**config.mk**
```make
export PLATFORM = sky130hd
export DESIGN_NAME = score_keeper_flat
export DESIGN_NICKNAME = d
export VERILOG_FILES = /design/src/rtl/score_keeper_if.sv /design/src/rtl/score_keeper.sv /design/src/flat_wrapper.sv
export SDC_FILE = /design/constraint.sdc
export NUM_CORES = 1
export LEC_CHECK = 0
export ABC_AREA = 0
export BUFFER_PORTS_ARGS = -buffer_cell sky130_fd_sc_hd__buf_2
export CORE_MARGIN = 8
export CORE_UTILIZATION = 55
export DETAILED_ROUTE_END_ITERATION = 16
export HOLD_SLACK_MARGIN = 0.08
export PLACE_DENSITY = 0.75
export SLEW_MARGIN = 20
export SYNTH_ARGS = -nofsm -noshare
export SYNTH_HDL_FRONTEND = slang
export SYNTH_SLANG_ARGS = --single-unit
```
**constraint.sdc**
```tcl
create_clock -name clk -period 4.3 [get_ports clk]
set_input_delay 0.645 -clock clk [delete_from_list [all_inputs] [get_ports clk]]
set_output_delay 0.645 -clock clk [all_outputs]
set_load 0.005 [all_outputs]
```
**src/rtl/score_keeper_if.sv**
```systemverilog
// score_keeper_if: judgement pulses in, BCD score and combo status out
interface score_keeper_if;
  logic        clear;
  logic        hit_perfect;
  logic        hit_good;
  logic        miss;
  logic [15:0] digits;
  logic        ready;
  logic [6:0]  combo;
  logic [2:0]  mult;
  logic        saturated;
  logic        dropped;
  modport master (
    output clear, hit_perfect, hit_good, miss,
    input  digits, ready, combo, mult, saturated, dropped
  );
  modport slave (
    input  clear, hit_perfect, hit_good, miss,
    output digits, ready, combo, mult, saturated, dropped
  );
endinterface

```
**src/rtl/score_keeper.sv**
```systemverilog
// score_keeper: BCD score accumulator with combo multiplier, one digit added per cycle
module score_keeper #(
  parameter logic [7:0] PERFECT_PTS = 8'h05,
  parameter logic [7:0] GOOD_PTS    = 8'h02,
  parameter int         X2_COMBO    = 10,
  parameter int         X4_COMBO    = 20
) (
  input  logic clk,
  input  logic rst,
  score_keeper_if.slave sk
);
  typedef enum logic {IDLE, ADD} state_t;
  state_t      state_q, state_d;
  logic [15:0] digits_q, digits_d, work_q, work_d;
  logic [7:0]  addend_q, addend_d;
  logic [1:0]  idx_q, idx_d;
  logic        carry_q, carry_d;
  logic [2:0]  passes_q, passes_d;
  logic [6:0]  combo_q, combo_d, combo_inc;
  logic        saturated_q, saturated_d, dropped_q, dropped_d;
  logic [2:0]  mult_c;
  logic [3:0]  w_dig, a_dig, s_dig;
  logic [4:0]  sum;
  logic        c_out, hit;
  assign hit       = sk.hit_perfect | sk.hit_good;
  assign mult_c    = combo_q < 7'(X2_COMBO) ? 3'd1 : combo_q < 7'(X4_COMBO) ? 3'd2 : 3'd4;
  assign combo_inc = combo_q == 7'd99 ? 7'd99 : combo_q + 7'd1;
  assign w_dig     = work_q[{idx_q, 2'b00} +: 4];
  assign a_dig     = idx_q[1] ? 4'd0 : addend_q[{idx_q[0], 2'b00} +: 4];
  assign sum       = {1'b0, w_dig} + {1'b0, a_dig} + {4'd0, carry_q};
  assign c_out     = sum > 5'd9;
  assign s_dig     = c_out ? 4'(sum - 5'd10) : sum[3:0];
  always_comb begin
    state_d     = state_q;
    digits_d    = digits_q;
    work_d      = work_q;
    addend_d    = addend_q;
    idx_d       = idx_q;
    carry_d     = carry_q;
    passes_d    = passes_q;
    combo_d     = combo_q;
    saturated_d = saturated_q;
    dropped_d   = 1'b0;
    if (sk.clear) begin
      state_d     = IDLE;
      digits_d    = 16'h0000;
      combo_d     = 7'd0;
      saturated_d = 1'b0;
    end else begin
      if (sk.miss) combo_d = 7'd0;
      else if (hit && state_q == IDLE) begin
        combo_d = combo_inc;
        if (!saturated_q) begin
          addend_d = sk.hit_perfect ? PERFECT_PTS : GOOD_PTS;
          passes_d = mult_c;
          work_d   = digits_q;
          idx_d    = 2'd0;
          carry_d  = 1'b0;
          state_d  = ADD;
        end
      end else if (hit) dropped_d = 1'b1;
      if (state_q == ADD) begin
        for (int i = 0; i < 4; i++) if (idx_q == 2'(i)) work_d[4*i +: 4] = s_dig;
        idx_d   = idx_q + 2'd1;
        carry_d = c_out;
        // a carry out of the thousands digit means the score overflowed 9999
        if (idx_q == 2'd3) begin
          if (c_out) begin
            digits_d    = 16'h9999;
            saturated_d = 1'b1;
            state_d     = IDLE;
          end else begin
            passes_d = passes_q - 3'd1;
            if (passes_q == 3'd1) begin
              digits_d = {s_dig, work_q[11:0]};
              state_d  = IDLE;
            end
          end
        end
      end
    end
  end
  always_ff @(posedge clk or negedge rst) begin
    if (!rst) begin
      state_q     <= IDLE;
      digits_q    <= 16'h0000;
      work_q      <= 16'h0000;
      addend_q    <= 8'h00;
      idx_q       <= 2'd0;
      carry_q     <= 1'b0;
      passes_q    <= 3'd0;
      combo_q     <= 7'd0;
      saturated_q <= 1'b0;
      dropped_q   <= 1'b0;
    end else begin
      state_q     <= state_d;
      digits_q    <= digits_d;
      work_q      <= work_d;
      addend_q    <= addend_d;
      idx_q       <= idx_d;
      carry_q     <= carry_d;
      passes_q    <= passes_d;
      combo_q     <= combo_d;
      saturated_q <= saturated_d;
      dropped_q   <= dropped_d;
    end
  end
  assign sk.digits    = digits_q;
  assign sk.ready     = state_q == IDLE;
  assign sk.combo     = combo_q;
  assign sk.mult      = mult_c;
  assign sk.saturated = saturated_q;
  assign sk.dropped   = dropped_q;
endmodule
```
**src/flat_wrapper.sv**
```systemverilog
// flat-port wrapper written by rule: the top's interface ports become plain ports
module score_keeper_flat 
#(
  parameter logic [7:0] PERFECT_PTS = 8'h05,
  parameter logic [7:0] GOOD_PTS    = 8'h02,
  parameter int         X2_COMBO    = 10,
  parameter int         X4_COMBO    = 20
)
  (clk, rst, sk_clear, sk_hit_perfect, sk_hit_good, sk_miss, sk_digits, sk_ready, sk_combo, sk_mult, sk_saturated, sk_dropped);
  score_keeper_if sk_i ();
  input  logic clk;
  input  logic rst;
  input wire logic [$bits(sk_i.clear)-1:0] sk_clear;
  input wire logic [$bits(sk_i.hit_perfect)-1:0] sk_hit_perfect;
  input wire logic [$bits(sk_i.hit_good)-1:0] sk_hit_good;
  input wire logic [$bits(sk_i.miss)-1:0] sk_miss;
  output wire logic [$bits(sk_i.digits)-1:0] sk_digits;
  output wire logic [$bits(sk_i.ready)-1:0] sk_ready;
  output wire logic [$bits(sk_i.combo)-1:0] sk_combo;
  output wire logic [$bits(sk_i.mult)-1:0] sk_mult;
  output wire logic [$bits(sk_i.saturated)-1:0] sk_saturated;
  output wire logic [$bits(sk_i.dropped)-1:0] sk_dropped;
  assign sk_i.clear = sk_clear;
  assign sk_i.hit_perfect = sk_hit_perfect;
  assign sk_i.hit_good = sk_hit_good;
  assign sk_i.miss = sk_miss;
  assign sk_digits = sk_i.digits;
  assign sk_ready = sk_i.ready;
  assign sk_combo = sk_i.combo;
  assign sk_mult = sk_i.mult;
  assign sk_saturated = sk_i.saturated;
  assign sk_dropped = sk_i.dropped;
  score_keeper #(.PERFECT_PTS(PERFECT_PTS), .GOOD_PTS(GOOD_PTS), .X2_COMBO(X2_COMBO), .X4_COMBO(X4_COMBO)) u_core (.clk(clk), .rst(rst), .sk(sk_i));
endmodule
```
==> Yosys cells after proc, flatten, opt, wreduce, memory -nomap -nowiden <==
Cells that the tools add are included.
{ "classes": {"add_sub_neg": 6, "n_lt_le_gt_ge": 3, "n_eq_ne": 7, "shifts": 2, "muxes": 52, "bitwise_logic": 5, "n_reduce_logical": 12} }
{ "op_table": {"columns": ["op", "n"], "rows": [
  ["$mux 16", 9],
  ["$mux 7", 4],
  ["$mux 3", 9],
  ["$mux 4", 6],
  ["$mux 1", 20],
  ["$shiftx 16x5->4", 1],
  ["$mux 2", 4],
  ["$reduce_and 4->1", 2],
  ["$reduce_bool 2->1", 4],
  ["$shiftx 8x4->4", 1],
  ["$add 7x1->7 const B", 1],
  ["$eq 7x7->1 const B", 1],
  ["$lt 7x4->1 const B", 1],
  ["$lt 7x5->1 const B", 1],
  ["$reduce_and 3->1", 2],
  ["$reduce_bool 3->1", 2],
  ["$add 4x4->5", 1],
  ["$add 5x1->5", 1],
  ["$gt 5x4->1 const B", 1],
  ["$eq 2x2->1 const B", 2],
  ["$ne 2x1->1 const B", 2],
  ["$not 1->1", 4],
  ["$sub 4x4->4 const B", 1],
  ["$eq 3x1->1 const B", 1],
  ["6 further kinds", 6]
]} }
{ "word_totals": {"regBits": 56, "inputBits": 6, "output_inout_bits": 29, "elab_cells": 97} }

==> Longest topological paths before layout <==
Gate-level depths: netlist of the first run.
{ "depth": {"ltp_word": 11, "mapped_depth": 16, "depth_no_buf": 15} }

==> Worst setup path before layout of the first run <==
OpenSTA, ideal clock, no wires.
{ "synth_timing": {"kind": "register to register", "start": "register u_core.idx_q[1]", "end": "register u_core.work_q[13]", "setup_time_ns": 0.077, "arrival_ns": 3.761, "required_ns": 4.223, "slack_ns": 0.462, "path_stages_with_launch": 15, "n_path_buf": 1, "synth_period_minus_slack_ns": 3.838, "path_cell_list": "dfrtp_1 > buf_4 > mux4_1 > ha_1 > a21o_2 > fa_1 > xnor3_2 > ha_1 > a22o_1 > o31ai_4 > inv_4 > ha_1 > nand2_1 > o21ai_0 > a21oi_1"} }
{ "synth_via": {"elab_chain_len": 7, "elab_cells_between_ends": 10, "cone_classes": "add/sub: 3; order compare: 1; eq/ne: 1; shift: 1; mux: 4"} }
{ "synth_lines": {"columns": ["item", "line_no", "source"], "rows": [
  ["start: declaration", "score_keeper.sv:16", "logic [1:0] idx_q, idx_d;"],
  ["start signal: assignment", "score_keeper.sv:100", "idx_q <= idx_d;"],
  ["$shiftx 16x5->4 / $mux 4 (equally long branches)", "score_keeper.sv:28, score_keeper.sv:29", null],
  ["$add 4x4->5", "score_keeper.sv:30", "assign sum = {1'b0, w_dig} + {1'b0, a_dig} + {4'd0, carry_q};"],
  ["$add 5x1->5", "score_keeper.sv:30", null],
  ["$sub 4x4->4 / $gt 5x4->1 (equally long branches)", "score_keeper.sv:32, score_keeper.sv:31", null],
  ["$mux 4", "score_keeper.sv:32", "assign s_dig = c_out ? 4'(sum - 5'd10) : sum[3:0];"],
  ["$mux 4 *", "score_keeper.sv:63", "for (int i = 0; i < 4; i++) if (idx_q == 2'(i)) work_d[4*i +: 4] = s_dig;"],
  ["$mux 16 *", "score_keeper.sv:62", "if (state_q == ADD) begin"],
  ["end signal: assignment", "score_keeper.sv:98", "work_q <= work_d;"],
  ["end: declaration", "score_keeper.sv:14", "logic [15:0] digits_q, digits_d, work_q, work_d;"]
]} }
Mark *: on every way between the ends. The rest lies on a longest branch, timed or not.
A chain may end at the register's enable or synchronous reset.

==> Final worst setup path of the first run <==
{ "layout_timing": {"start": "register u_core.addend_q[0]", "end": "register u_core.work_q[13]"} }
{ "layout_via": {"elab_chain_len": 8, "elab_cells_between_ends": 9, "cone_classes": "add/sub: 3; order compare: 1; shift: 1; mux: 4"} }
{ "layout_lines": {"columns": ["item", "line_no", "source"], "rows": [
  ["start: declaration", "score_keeper.sv:15", "logic [7:0] addend_q, addend_d;"],
  ["start signal: assignment", "score_keeper.sv:99", "addend_q <= addend_d;"],
  ["$shiftx 8x4->4 *", "score_keeper.sv:29", "assign a_dig = idx_q[1] ? 4'd0 : addend_q[{idx_q[0], 2'b00} +: 4];"],
  ["$mux 4 *", "score_keeper.sv:29", null],
  ["$add 4x4->5 *", "score_keeper.sv:30", null],
  ["$add 5x1->5 *", "score_keeper.sv:30", null],
  ["$sub 4x4->4 / $gt 5x4->1 (equally long branches)", "score_keeper.sv:32, score_keeper.sv:31", null],
  ["$mux 4 *", "score_keeper.sv:32", null],
  ["$mux 4 *", "score_keeper.sv:63", null],
  ["$mux 16 *", "score_keeper.sv:62", null]
]} }
Marks and branches as above.

==> results of run 1 <==
## worst max-delay path, cell delays in order, from the launching register on
cell and delay, ns:
dfrtp_1 0.42, xor2_1 0.17, mux4_1 0.50, ha_1 0.23, a21o_2 0.20, fa_1 0.39, xnor3_2 0.47, ha_1 0.27
a22o_1 0.26, o31ai_4 0.38, inv_4 0.11, ha_1 0.35, nand2_1 0.07, o21ai_0 0.08, a21oi_1 0.18
## power groups by stage
stage / Sequential, mW / Combinational (mW) / Clock (mW)
after floorplan: 0.610 / 0.829 / 0
after global placement: 0.637 / 1.03 / 0
after detailed placement: 0.641 / 1.06 / 0
after CTS: 0.632 / 1.06 / 0.342
after global routing: 0.645 / 1.18 / 0.362
final: 0.634 / 1.09 / 0.335
## sequential cells by signal (all words and copies together), names as in the netlist
register             cells
u_core.idx_q             2
u_core.sk.saturated      1
u_core.carry_q           1
u_core.sk.combo          7
u_core.sk.dropped        1
u_core.state_q           1
u_core.sk.digits        16
u_core.addend_q          2
u_core.work_q           16
u_core.passes_q          3
## cell type report
class	count	area (sq um)	share of cell area (%)
clock buffer	5	68.8	2.10
clock inverter	3	45.0	1.37
inverter	17	66.3	2.02
multi-input combinational	206	1530	46.6
sequential	50	1250	38.1
tap	70	87.6	2.67
timing repair buffer	41	235	7.16
## cell families after synthesis
kind of cell / Yosys count
simple gates: 86
fa+ha+maj: 13
mux: 4
xor+xnor: 5
flops: 50
compound gates: 98
buf+inv: 34
## per-layer routing
| metal | track usage [%] | vias up | part of all wire [%] |
|---|---|---|---|
| met3 | 3.99 | 10 | 6.3 |
| met5 | 0 | - | 0 |
| met4 | 5.53 | 0 | 1.5 |
| li1 | - | 1153 | - |
| met1 | 27.6 | 1213 | 47 |
| met2 | 31.1 | 95 | 46 |
## cells in the mapped netlist, types with 3 or more instances
cell type	number	area [sq um]
o211ai_1	3	22.5
nor2b_1	5	31.3
nor3_1	5	25.0
o22ai_1	8	50.1
inv_1	15	56.3
mux4_1	3	78.8
o32a_1	3	30.0
ha_1	12	150
clkbuf_1	12	45.0
dfrtp_1	50	1250
o21ai_0	16	80.1
a211oi_1	3	22.5
nand2_1	30	113
nand3_1	5	25.0
and3_1	3	18.8
a21boi_0	4	30.0
o31a_1	6	52.6
nor2_1	22	82.6
o21a_1	5	37.5
o32ai_1	8	70.1
a31oi_1	3	18.8
a21oi_1	11	55.1
o221a_2	6	67.6
## final timing paths
check	start	endpoint	slack [ns]	cells after the start
worst max-delay path	u_core.addend_q[0]$_DFFE_PN0P_	u_core.work_q[13]$_DFFE_PN0N_	0.15	14
worst min-delay path	rst	u_core.sk.digits[13]$_DFFE_PN0P_	0.44	2
worst max register to register	u_core.addend_q[0]$_DFFE_PN0P_	u_core.work_q[13]$_DFFE_PN0N_	0.15	14
worst min register to register	u_core.addend_q[1]$_DFFE_PN0P_	u_core.addend_q[1]$_DFFE_PN0P_	0.53	2
max in group asynchronous	rst	u_core.sk.dropped$_DFF_PN0_	3.45	2
min in group clk	u_core.addend_q[1]$_DFFE_PN0P_	u_core.addend_q[1]$_DFFE_PN0P_	0.53	2
## per-stage QoR
stage	std cells	worst slack (ns)	total power [mW]
after floorplan	290	0.462	1.44
after global placement	384	0.319	1.67
after detailed placement	384	0.206	1.70
after CTS	392	0.181	2.04
after global routing	392	0.00335	2.19
final	392	0.149	2.06
==> impl_metrics.ini, run 1 <==
[layout]
fin_nets = 340
final_common_cell = dfrtp_1
layout_common_cells = dfrtp_1 (50), buf_2 (34), nand2_1 (30), nor2_1 (22), o21ai_0 (16)
drive_above_1_share_pct = 21.1
area_growth_pct = 12.5
fin_util_pct = 64.3
fin_area_sq_um = 3280
n_antenna_cell = 0
fill_cells = 432

[grt]
grt_overflow = 0
grt_start_max_net_pins = 51
grt_pass1_wl_microns = 12200
grt_antenna_before_repair = 0
track_usage_pct = 20.1
grt_pass1_vias = 2376

[timing]
clock_skew_ns = 0.00599
hold_viol = 0
setup_tns_ns = 0
whs_ns = 0.437
min_period_ns = 4.15
slew_headroom_pct = 42.2
tightest_slew_ns = 0.859
finalCritPeriodShare_pct = 96.5
setup_viol = 0
slew_viol_final = 0
rsz0062_at_grt = false
max_freq_mhz = 241

[floorplan]
rows = 26
initial_utilization_pct = 57.2
die-area_sq_um = 7890
core_sq_um = 5110
die_h_microns = 88.9
fp.dieW_microns = 88.9
io-pin-count = 35

[clock_tree]
cts_max_level = 2
cts_buffer_depth = 2
holdBufCountCts = 0
ctsResizeCount = 0
worst_skew_pair.late_latency_ns = 0.30
cts.sinks = 50
cts_root_buf = clkbuf_8
cts_setup_buffers = 0
cts_tree = done
clkSlewWorstSetupHoldPaths_ns = 0.09
cts-buffers-inserted = 5

[power]
ir_worst_vdd_v = 0.000312
leakage_nw = 1.49
p_comb_share_pct = 52.9
p_sw_share_pct = 42.9
internal-power_mw = 1.18
switching_power_mw = 0.881
clkPwrFrac_pct = 16.3
p_seq_share_pct = 30.8
power_density_nw_per_um2 = 626

[logic_synthesis]
yosys-mux-area-fraction_pct = 3.47
syn_nets = 309
netlist_instances = 290
avgSynthCellArea_sq_um = 10.1
synth_fa_ha_area_share_pct = 5.83
synth_top_family_by_area = compound AO/OA/AOI/OAI gates
yosysWarningCount = 0
synth_cell_type_count = 62
synthFlopType = dfrtp_1
synth_xor_area_share_pct = 2.01
synth_compound_area_share_pct = 26.1
synth-simple-area-share_pct = 14.5
yosysSeqAreaShare_pct = 42.9
async_flop_share_pct = 100
synth_edf_count = 0
synth_area_sq_um = 2920
ys_ff_latch = 50

[min_path]
min-delay-path-class = in2async

[detailed_routing]
ant_nets = 0
viasPerCell = 6.30
wl_microns = 7400
vias = 2471
wire_per_inst_microns = 18.9
drt_pass1_iterations = 5
drtIter0Drc = 260
drc_errors = 0

[critical_path]
start_kind = flop
cp.required_ns = 4.53
crit_fanout = 8
crit_path_end_kind = flop
crit_type = reg2reg
arrival_ns = 4.38

[placement]
dpl_cell_area_sq_um = 3160
place_congestion = 0.983
hpwl_microns = 5350
port_buffers = 34

[flow_run]
drv_cap = 0

[status]
status = complete, no violations
Power figures use the tool's default switching activity.
==> inputs of run 2 (changes only) <==
Settings changed: REMOVE_ABC_BUFFERS from default to 1.
==> run 2 against run 1 <==
Against the previous run:
- count of clock-buffer cells in the layout unchanged
- non-clock buffer count increased by 2
- highest routed layer unchanged
- sequential share of layout area increased by 0.10 points
- critical path type unchanged
- largest power group unchanged
- sequential power decreased by 0.9%
==> impl_metrics.ini, run 2 (same netlist as run 1, synthesis figures left out) <==
[layout]
n_antenna_cell = 0
area_growth_pct = 12.2
fin_nets = 342
drive_above_1_share_pct = 21.6
stdcell_count = 394
fin_util_pct = 64.1
fill_cells = 426
layout_common_cells = dfrtp_1 (50), buf_2 (33), nand2_1 (30), nor2_1 (22), o21ai_0 (16)
final_common_cell = dfrtp_1
fin_area_sq_um = 3280

[floorplan]
die_h_microns = 88.9
rows = 26
fp.dieW_microns = 88.9
io-pin-count = 35
initial_utilization_pct = 57.2
core_sq_um = 5110
die-area_sq_um = 7890

[grt]
track_usage_pct = 19.2
grt_pass1_wl_microns = 11600
grt_overflow = 0
grt_start_max_net_pins = 51
grt_antenna_before_repair = 0
grt_pass1_vias = 2250

[clock_tree]
cts_buffer_depth = 2
cts_tree = done
cts.sinks = 50
cts-buffers-inserted = 5
clkSlewWorstSetupHoldPaths_ns = 0.09
cts_root_buf = clkbuf_8
holdBufCountCts = 0
worst_skew_pair.late_latency_ns = 0.30
cts_max_level = 2

[critical_path]
crit_fanout = 8
critPathSlowestCell = mux4_1
crit_path_end_kind = flop
path_cells = xor2_1 -> mux4_1 -> ha_1 -> a21o_2 -> fa_1 -> xnor3_2 -> ha_1 -> a22o_1 -> o31ai_4 -> inv_4 -> ha_1 -> o31ai_1
crit_type = reg2reg
path_common_cell = ha_1
arrival_ns = 4.24
critPathMaxStageDelay_ns = 0.49
cp.required_ns = 4.51
start_kind = flop

[detailed_routing]
drc_errors = 0
ant_nets = 0
wire_per_inst_microns = 18.5
drt_pass1_iterations = 6
wl_microns = 7300
drtIter0Drc = 167
vias = 2473
viasPerCell = 6.28

[placement]
port_buffers = 34
place_congestion = 0.992
hpwl_microns = 5090
dpl_cell_area_sq_um = 3160
placed_cells = 385

[power]
ir_worst_vdd_v = 0.000327
leakage_nw = 1.51
power_density_nw_per_um2 = 623

[timing]
clock_skew_ns = 0.00572
max_freq_mhz = 248
hold_viol = 0
setup_tns_ns = 0
rsz0062_at_grt = false
slew_headroom_pct = 42.6
tightest_slew_ns = 0.853
finalCritPeriodShare_pct = 93.7
slew_viol_final = 0
whs_ns = 0.357
setup_viol = 0
min_period_ns = 4.03

[flow_run]
drv_cap = 0

[min_path]
min-delay-path-class = in2async

[status]
status = complete, no violations
## run 2: cell types whose count changed in the layout (fill, tap and decap cells not counted), sizes merged
cell      previous run  this run
clkinv               1         3
buf                 41        43
clkinvlp             2         0
## run 2: timing repair
item	CTS	global route
setup endpoints to repair	0	2
gates resized for setup	0	0
buffers inserted	0	1
## run 2: worst paths after layout
kind                                                      from                              end  slack [ns]  cells past startpoint
worst max-delay path            u_core.addend_q[0]$_DFFE_PN0P_     u_core.work_q[5]$_DFFE_PN0N_        0.27                     12
worst min-delay path                                       rst  u_core.sk.digits[1]$_DFFE_PN0P_        0.36                      1
worst max register to register  u_core.addend_q[0]$_DFFE_PN0P_     u_core.work_q[5]$_DFFE_PN0N_        0.27                     12
worst min register to register  u_core.addend_q[1]$_DFFE_PN0P_   u_core.addend_q[1]$_DFFE_PN0P_        0.49                      2
max in group asynchronous                                  rst   u_core.addend_q[0]$_DFFE_PN0P_        3.50                      1
min in group clk                u_core.addend_q[1]$_DFFE_PN0P_   u_core.addend_q[1]$_DFFE_PN0P_        0.49                      2
## run 2: power by group
group | switching, mW | total, mW | internal (mW)
Combinational | 0.619 | 1.08 | 0.463
Sequential | 0.0765 | 0.628 | 0.552
Clock | 0.158 | 0.329 | 0.171
Total | 0.854 | 2.04 | 1.19
## run 2: stage by stage
step	setup slack (ns)	power, mW
after floorplan	0.416	1.42
after global placement	0.330	1.65
after detailed placement	0.183	1.68
after CTS	0.180	2.01
after global routing	0.0153	2.17
final	0.270	2.04
## run 2: area by class of cell
type | count | area (sq um) | area share [%]
multi-input cells | 206 | 1520 | 46.4
flip-flops and latches | 50 | 1250 | 38.2
repair buffers | 43 | 240 | 7.33
well taps | 70 | 87.6 | 2.67
clock buffers | 5 | 68.8 | 2.10
inverters | 17 | 66.3 | 2.02
clock inverters | 3 | 40.0 | 1.22
## run 2: critical path, delay by kind of cell, from the launching register on
family / cells / cell delay [ns]
XOR/XNOR: 2 / 0.65
multiplexers: 1 / 0.49
flip-flops: 1 / 0.43
AO/OA/AOI/OAI: 4 / 1.05
adder cells (fa/ha/maj): 4 / 1.22
buffers and inverters: 1 / 0.10
## run 2: routing by layer
metal | up-vias | part of all wire [%] | wire, microns | global-route usage [%]
met5 | - | 0 | 0 | 0
met4 | 0 | 1.9 | 136 | 5.68
met3 | 10 | 6.6 | 480 | 3.71
met2 | 91 | 46 | 3350 | 30.1
met1 | 1217 | 46 | 3340 | 25.9
li1 | 1155 | - | - | -
==> inputs of run 3 (changes only) <==
Clock period 4.3 ns to 4.4 ns, I/O delays scaled along.
==> run 3 against run 2 <==
Against the previous run:
- critical path type unchanged
- sequential share of layout area is 0.71 points higher
- fmax is 4.7% lower
- first-iteration DRC count is 80% higher
- total power is 6.3% lower
- combinational power is 4% lower
- clock skew is 0.00084 ns lower
- non-clock buffer count is 4 lower
- die area stayed put
- largest cell class unchanged
- sequential cell count stayed put
- critical path depth stayed put
- worst hold slack better by 0.013 ns
- wire length is 1.6% higher
==> impl_metrics.ini, run 3 (same netlist as run 1, synthesis figures left out) <==
[placement]
port_buffers = 34
hpwl_microns = 5190
pre_cts_ws_ns = 0.208
place_congestion = 0.923
placed_cells = 382
dpl_cell_area_sq_um = 3140

[clock_tree]
holdBufCountCts = 0
clkSlewWorstSetupHoldPaths_ns = 0.09
worst_skew_pair.late_latency_ns = 0.30
cts_root_buf = clkbuf_8
cts-buffers-inserted = 5
cts_setup_buffers = 0
cts.sinks = 50
cts_max_level = 2
cts_buffer_depth = 2
cts_tree = done
ctsResizeCount = 0

[timing]
min_period_ns = 4.23
max_freq_mhz = 236
worst_slack_ns = 0.171
setup_viol = 0
hold_viol = 0
rsz0062_at_grt = false
finalCritPeriodShare_pct = 96.1
slew_headroom_pct = 40.5
setup_tns_ns = 0
whs_ns = 0.370
slew_viol_final = 0
tightest_slew_ns = 0.884
clock_skew_ns = 0.00489

[layout]
fin_area_sq_um = 3220
area_growth_pct = 10.2
drive_above_1_share_pct = 20.4
layout_common_cells = dfrtp_1 (50), buf_2 (33), nand2_1 (30), nor2_1 (22), o21ai_0 (16)
stdcell_count = 389
final_common_cell = dfrtp_1
fin_nets = 338
n_antenna_cell = 0

[detailed_routing]
drc_errors = 0
ant_nets = 0
vias = 2490
drtIter0Drc = 300
viasPerCell = 6.40
wl_microns = 7420
wire_per_inst_microns = 19.1
drt_pass1_iterations = 5

[critical_path]
cp.required_ns = 4.64
start_kind = flop
arrival_ns = 4.47
rr_startpoint = u_core.work_q[0]$_DFFE_PN0N_
crit_fanout = 16
crit_path_end_kind = flop
crit_type = reg2reg
critPathLaunch = u_core.work_q[0]$_DFFE_PN0N_

[grt]
track_usage_pct = 20.0
grt_pass1_vias = 2315
grt_antenna_before_repair = 0
grt_overflow = 0
grt_pass1_wl_microns = 12200
grt_start_max_net_pins = 51

[power]
leakage_nw = 1.47
power_density_nw_per_um2 = 594
ir_worst_vdd_v = 0.000458

[status]
status = complete, no violations

[floorplan]
initial_utilization_pct = 57.2
core_sq_um = 5110
fp.dieW_microns = 88.9
io-pin-count = 35
die_h_microns = 88.9
rows = 26
die-area_sq_um = 7890

[flow_run]
drv_cap = 0

[min_path]
min-delay-path-class = in2async
-- run 3: cell count changes in the layout (fill, tap and decap cells not counted) --
cell       change
bufinv_16      -1
buf_4          -4
-- run 3: final timing paths --
path                                                   end  depth (start not counted)  slack, ns
setup reg to reg           u_core.sk.digits[4]$_DFFE_PN0P_                         12       0.17
hold / removal                u_core.work_q[7]$_DFFE_PN0N_                          1       0.37
min in group clk            u_core.addend_q[1]$_DFFE_PN0P_                          2       0.49
setup / recovery           u_core.sk.digits[4]$_DFFE_PN0P_                         12       0.17
max in group asynchronous     u_core.work_q[4]$_DFFE_PN0N_                          1       3.61
hold reg to reg             u_core.addend_q[1]$_DFFE_PN0P_                          2       0.49
-- run 3: area by class of cell --
class | count | area [sq um]
well taps | 70 | 87.6
clock inverters | 2 | 10.0
flip-flops and latches | 50 | 1250
inverters | 17 | 66.3
repair buffers | 39 | 210
clock buffers | 5 | 68.8
fillers | 441 | 1890
multi-input cells | 206 | 1520
-- run 3: critical path, stage by stage, from the launching register on --
cell and delay [ns]:
dfrtp_1 0.44, xor2_1 0.16, mux4_1 0.50, ha_1 0.22, a21o_2 0.20, fa_1 0.39, xnor3_2 0.47, ha_1 0.26
a22o_1 0.27, o31ai_4 0.40, inv_4 0.11, o21ai_4 0.46, o221a_2 0.28
-- run 3: stage by stage --
| stage | utilization (%) | power [mW] |
|---|---|---|
| 6_report | 63.0 | 1.91 |
| 5_1_grt | 63.0 | 2.05 |
| 4_1_cts | 63.0 | 1.90 |
| 3_5_place_dp | 61.4 | 1.64 |
| 3_3_place_gp | 61.4 | 1.61 |
| 2_1_floorplan | - | 1.39 |
-- run 3: per-layer routing --
metal,GRT usage [%],wire length [microns],vias up
li1,-,-,1149
met1,28.2,3260,1231
met2,30.9,3630,100
met3,3.34,443,10
met4,5.07,85,0
met5,0,0,-
-- run 3: power by group --
part / internal, mW / switching (mW)
combinational: 0.431 / 0.606
clock: 0.107 / 0.148
sequential: 0.539 / 0.0790
